`config.mk`:
```
export PLATFORM = sky130hd
export DESIGN_NAME = xnor3_bist_ctrl
export DESIGN_NICKNAME = d
export VERILOG_FILES = /design/src/rtl/xnor3_bist_ctrl.sv
export SDC_FILE = /design/constraint.sdc
export NUM_CORES = 1
export LEC_CHECK = 0
export CAP_MARGIN = 30
export CORE_MARGIN = 1
export CORE_UTILIZATION = 50
export DETAILED_ROUTE_END_ITERATION = 7
export HOLD_SLACK_MARGIN = 0.08
export PLACE_DENSITY = 0.81
export SYNTH_ARGS = -nofsm -noshare
export SYNTH_HDL_FRONTEND = slang
export SYNTH_SLANG_ARGS = --single-unit
```
`constraint.sdc`:
```
create_clock -name clk -period 2.8 [get_ports clk]
set_input_delay 0.56 -clock clk [delete_from_list [all_inputs] [get_ports clk]]
set_output_delay 0.56 -clock clk [all_outputs]
set_load 0.01 [all_outputs]
```
`src/rtl/xnor3_bist_ctrl.sv`:
```
// ----------------------------------------------------------------------------
// xnor3_bist_ctrl
//   Built-in self-test controller for a single 3-input XNOR gate. A run walks
//   the eight input vectors 000..111 onto a/b/c, holds each for SETTLE+1
//   cycles, samples dut_out on the last of those cycles and records every
//   mismatch in fail_mask / err_count.
//
// Parameters
//   SETTLE        wait cycles per vector before sampling (1..15)
//   STOP_ON_FAIL  1 = finish the run at the first mismatch
//
// Ports
//   clk        rising-edge clock
//   rst_n      asynchronous active-low reset
//   start      run request, accepted in IDLE or DONE
//   abort      cancel / return to IDLE (wins over start)
//   dut_out    output of the gate under test
//   a, b, c    registered gate inputs (vec[2], vec[1], vec[0])
//   busy       high while a run is in progress
//   done       high once a run has finished
//   pass       high in DONE when no vector mismatched
//   fail_mask  bit v set when vector v mismatched
//   err_count  number of mismatches (0..8)
// ----------------------------------------------------------------------------
module xnor3_bist_ctrl #(
    parameter int unsigned SETTLE       = 1,
    parameter bit          STOP_ON_FAIL = 1'b0
) (
    input  logic       clk,
    input  logic       rst_n,
    input  logic       start,
    input  logic       abort,
    input  logic       dut_out,
    output logic       a,
    output logic       b,
    output logic       c,
    output logic       busy,
    output logic       done,
    output logic       pass,
    output logic [7:0] fail_mask,
    output logic [3:0] err_count
);

    typedef enum logic [1:0] {
        IDLE = 2'd0,
        RUN  = 2'd1,
        DONE = 2'd2
    } state_t;

    localparam logic [3:0] SETTLE_L = 4'(SETTLE);

    state_t     state;
    logic [2:0] vec;
    logic [3:0] sub;

    logic       mism;
    logic [7:0] mask_next;
    logic [3:0] err_next;

    // vec is itself a flop, so the gate inputs are registered outputs.
    assign a = vec[2];
    assign b = vec[1];
    assign c = vec[0];

    // Mismatch and the results as they would stand after this sampling edge.
    always_comb begin
        mism      = (dut_out != ~(vec[2] ^ vec[1] ^ vec[0]));
        mask_next = fail_mask;
        err_next  = err_count;
        if (mism) begin
            mask_next = fail_mask | (8'b1 << vec);
            if (err_count != 4'd8) begin
                err_next = err_count + 4'd1;
            end
        end
    end

    always_ff @(posedge clk or negedge rst_n) begin
        if (!rst_n) begin
            state     <= IDLE;
            vec       <= '0;
            sub       <= '0;
            busy      <= 1'b0;
            done      <= 1'b0;
            pass      <= 1'b0;
            fail_mask <= '0;
            err_count <= '0;
        end else begin
            case (state)
                IDLE: begin
                    if (start && !abort) begin
                        state     <= RUN;
                        vec       <= '0;
                        sub       <= '0;
                        fail_mask <= '0;
                        err_count <= '0;
                        busy      <= 1'b1;
                        done      <= 1'b0;
                        pass      <= 1'b0;
                    end
                end

                RUN: begin
                    if (abort) begin
                        state     <= IDLE;
                        vec       <= '0;
                        sub       <= '0;
                        fail_mask <= '0;
                        err_count <= '0;
                        busy      <= 1'b0;
                        done      <= 1'b0;
                        pass      <= 1'b0;
                    end else if (sub == SETTLE_L) begin
                        fail_mask <= mask_next;
                        err_count <= err_next;
                        // On an early stop vec is left on the failing vector.
                        if ((mism && STOP_ON_FAIL) || (vec == 3'd7)) begin
                            state <= DONE;
                            busy  <= 1'b0;
                            done  <= 1'b1;
                            pass  <= (mask_next == '0);
                        end else begin
                            vec <= vec + 3'd1;
                            sub <= '0;
                        end
                    end else begin
                        sub <= sub + 4'd1;
                    end
                end

                DONE: begin
                    if (abort) begin
                        state     <= IDLE;
                        vec       <= '0;
                        sub       <= '0;
                        fail_mask <= '0;
                        err_count <= '0;
                        busy      <= 1'b0;
                        done      <= 1'b0;
                        pass      <= 1'b0;
                    end else if (start) begin
                        state     <= RUN;
                        vec       <= '0;
                        sub       <= '0;
                        fail_mask <= '0;
                        err_count <= '0;
                        busy      <= 1'b1;
                        done      <= 1'b0;
                        pass      <= 1'b0;
                    end
                end

                default: begin
                    state <= IDLE;
                    busy  <= 1'b0;
                    done  <= 1'b0;
                    pass  <= 1'b0;
                end
            endcase
        end
    end

endmodule
```
==> metrics.md <==
| Metric | Value |
|---|---|
| Cts repair resizes | 0 |
| CTS buffer count | 3 |
| Fin crit share | between 70% and 80% |
| Yosys reg bits | 23 |
| Largest net degree at the start of global routing | 24 |
| Clk buf depth | 2 |
| Flop-to-flop setup slack | about 0.7 ns |
| Fill cell count | a little over 200 |
| Hold Startpoint | busy |
| Post-Syn Area | 1330 µm² |
| Setup TNS | 0 ns |
| Clock Skews | 0.00947 ns |
| Leak | just under 0.7 nW |
| Most frequent cells in the layout | dfrtp_1, clkdlybuf4s50_1, nand2_1 |
| Hold_buf cts | 0 |
| Post-synth net total | 150 |
| Layout cells sized above 1 | 9.38% |
| CTS tree | built |
| Cell row count | 18 |
| Crit path from | abort |
| Number of vias per cell | ~6.0 |
| Post-synthesis instance total | 135 |
| Full die area | roughly 2900 µm² |
| Fin area | roughly 1600 µm² |
| CTS H-tree lvls | 1 |
| GR Overflow Total | 0 |
| TritonRoute pass-1 iters | 4 |
| # diodes | 0 |
| Worst reg2reg path startpoint | vec[1] |
| Critical path class | input port to flop |
| Crit start category | input port |
| NumNets Final | about 180 |
| Tightest Pin Transition | approximately 0.65 ns |
| Max Freq | about 0.48 GHz |
| Clock latency on the worst-skew pair | between 0.3 and 0.4 ns |
| Syn avg cell area | 9.84 µm² |
| Initial antenna violation count | 0 |
| VDD IR-drop max | between 0.0003 and 0.0004 V |
| RD Place Congestion | approximately 0.85 |
| Iteration-0 DRC Markers | 36 |
| DR WL/cell | roughly 16 µm |
| Commonest non-fill, non-tap cell in the layout | dfrtp_1 |
| Worst-path clk slew | roughly 0.14 ns |
| Overall die width | 53.6 µm |
| Initial Util | a little over half |
| Critical path endpoint category | flop |
| Synth warn | 0 |
| Run status | finished clean |
| Layout area overhead | 22.2% |
| Count of pins over their slew limit | 0 |
| Vias in the first global route | about 1100 |
| # setup viols final | 0 |
| Die height | around 54 µm |
| Synth cell types | 41 |
| Worst hold path type | flop to flop |
| Slew margin rel. | 56.5% |
| Asr flop ratio synth | between 90% and 100% |
| CP arrival | about 2.3 ns |
| Post-Route Utilization | around two thirds |
| Tot GR Track Use | 24.4% |
| DR DRC count | 0 |
| Io pins | 23 |
| Clock root buffer | clkbuf_4 |
| Sequential share of the synthesized area | about 43% |
| Prevailing post-synth register cell | dfrtp_1 |
| PD cells | 508 nW/µm² |
| Final min period | 2.10 ns |
| DP Area | around 1600 µm² |
| Post-Route WL | around 3 mm |
| Unrepaired setup endpoints after global routing | no |
| PortBufs | 22 |
| CP Max Fanout | 10 |
| Critical path required time | just over 3 ns |
| Maxcap violations | 0 |
| Post-synth EDFFs | 0 |
| Clock sink count | 23 |
| First-pass GRT wire length | about 5 mm |
| Postcts setup bufs | 0 |
| Core Region | approximately 2500 µm² |
| Antenna viol nets, final | 0 |
| Vias | 1135 |
| Final hold violation count | 0 |
| Estimated wirelength of the detail-placed design | roughly 2.2 mm |
-- final timing paths --
| check | to | cells past startpoint |
|---|---|---|
| hold reg to reg | busy | 2 |
| setup / recovery | err_count[3] | 4 |
| min in group asynchronous | busy | 2 |
| hold / removal | busy | 2 |
| setup reg to reg | vec[1] | 5 |
| max in group asynchronous | vec[2] | 2 |
-- layout make-up --
| type | count | area, µm² | share of cell area (%) |
|---|---|---|---|
| Clock buffer | 3 | 22.5 | 1.39 |
| Sequential cell | 23 | 576 | 35.4 |
| Inverter | 7 | 26.3 | 1.62 |
| Tap cell | 30 | 37.5 | 2.31 |
| Clock inverter | 1 | 5.00 | 0.308 |
| Multi-Input combinational cell | 99 | 699 | 43.1 |
| Timing Repair Buffer | 27 | 258 | 15.9 |
-- Yosys cell counts (3+ instances only) --
master / instances / area share [%]
nand2_1: 15 / 4.2
inv_1: 7 / 2.0
a31oi_1: 4 / 1.9
nor3_1: 3 / 1.1
ha_1: 10 / 9.4
nor2_1: 9 / 2.5
nor4_1: 3 / 1.4
a32o_1: 4 / 3.0
o21ai_0: 11 / 4.1
buf_2: 4 / 1.5
a22o_1: 3 / 2.0
nand3_1: 4 / 1.5
dfrtp_1: 23 / 43
-- flip-flops by register name (all words and copies together), names as in the netlist --
name,cells
fail_mask,8
err_count,4
sub,4
vec,3
busy,1
done,1
pass,1
state,1
-- critical path, cell delays in order --
cell and delay [ns]:
clkdlybuf4s50_1 0.54, or3b_1 0.56, or4_1 0.51, o211ai_1 0.17
-- cells by family after synthesis --
family | after synthesis | share of synthesized area, %
adders and majority gates | 10 | 9.42
buffers and inverters | 13 | 4.05
and+or+nand+nor | 48 | 19.2
xor gates and xnor gates | 5 | 4.43
AOI/OAI and AO/OA | 34 | 18.0
DFF | 23 | 43.3
muxes | 2 | 1.60
-- report_power, final --
group	total [mW]	leakage, nW	internal, mW	switching, mW
Clock	0.161	0.0177	0.0536	0.107
Combinational	0.261	0.349	0.116	0.145
Sequential	0.403	0.314	0.360	0.0424
Total	0.824	0.681	0.530	0.294
-- stage by stage --
stage | hold WS [ns] | setup WS [ns] | instances | power [mW]
after floorplan | 0.264 | 0.910 | 135 | 0.560
after global placement | 0.488 | 0.393 | 186 | 0.662
final | 0.540 | 0.703 | 190 | 0.824
after CTS | 0.546 | 0.704 | 190 | 0.831
after detailed placement | 0.512 | 0.369 | 186 | 0.670
after global routing | 0.570 | 0.550 | 190 | 0.879
-- routing by layer --
layer  vias up  track usage (%)  part of all wire, %
li1        545                -                    -
met1       558             31.1                   44
met2        26             39.0                   50
met3         6             3.39                  3.3
met4         0             15.4                  2.2
met5         -                0                    0
Power figures use the tool's default switching activity.
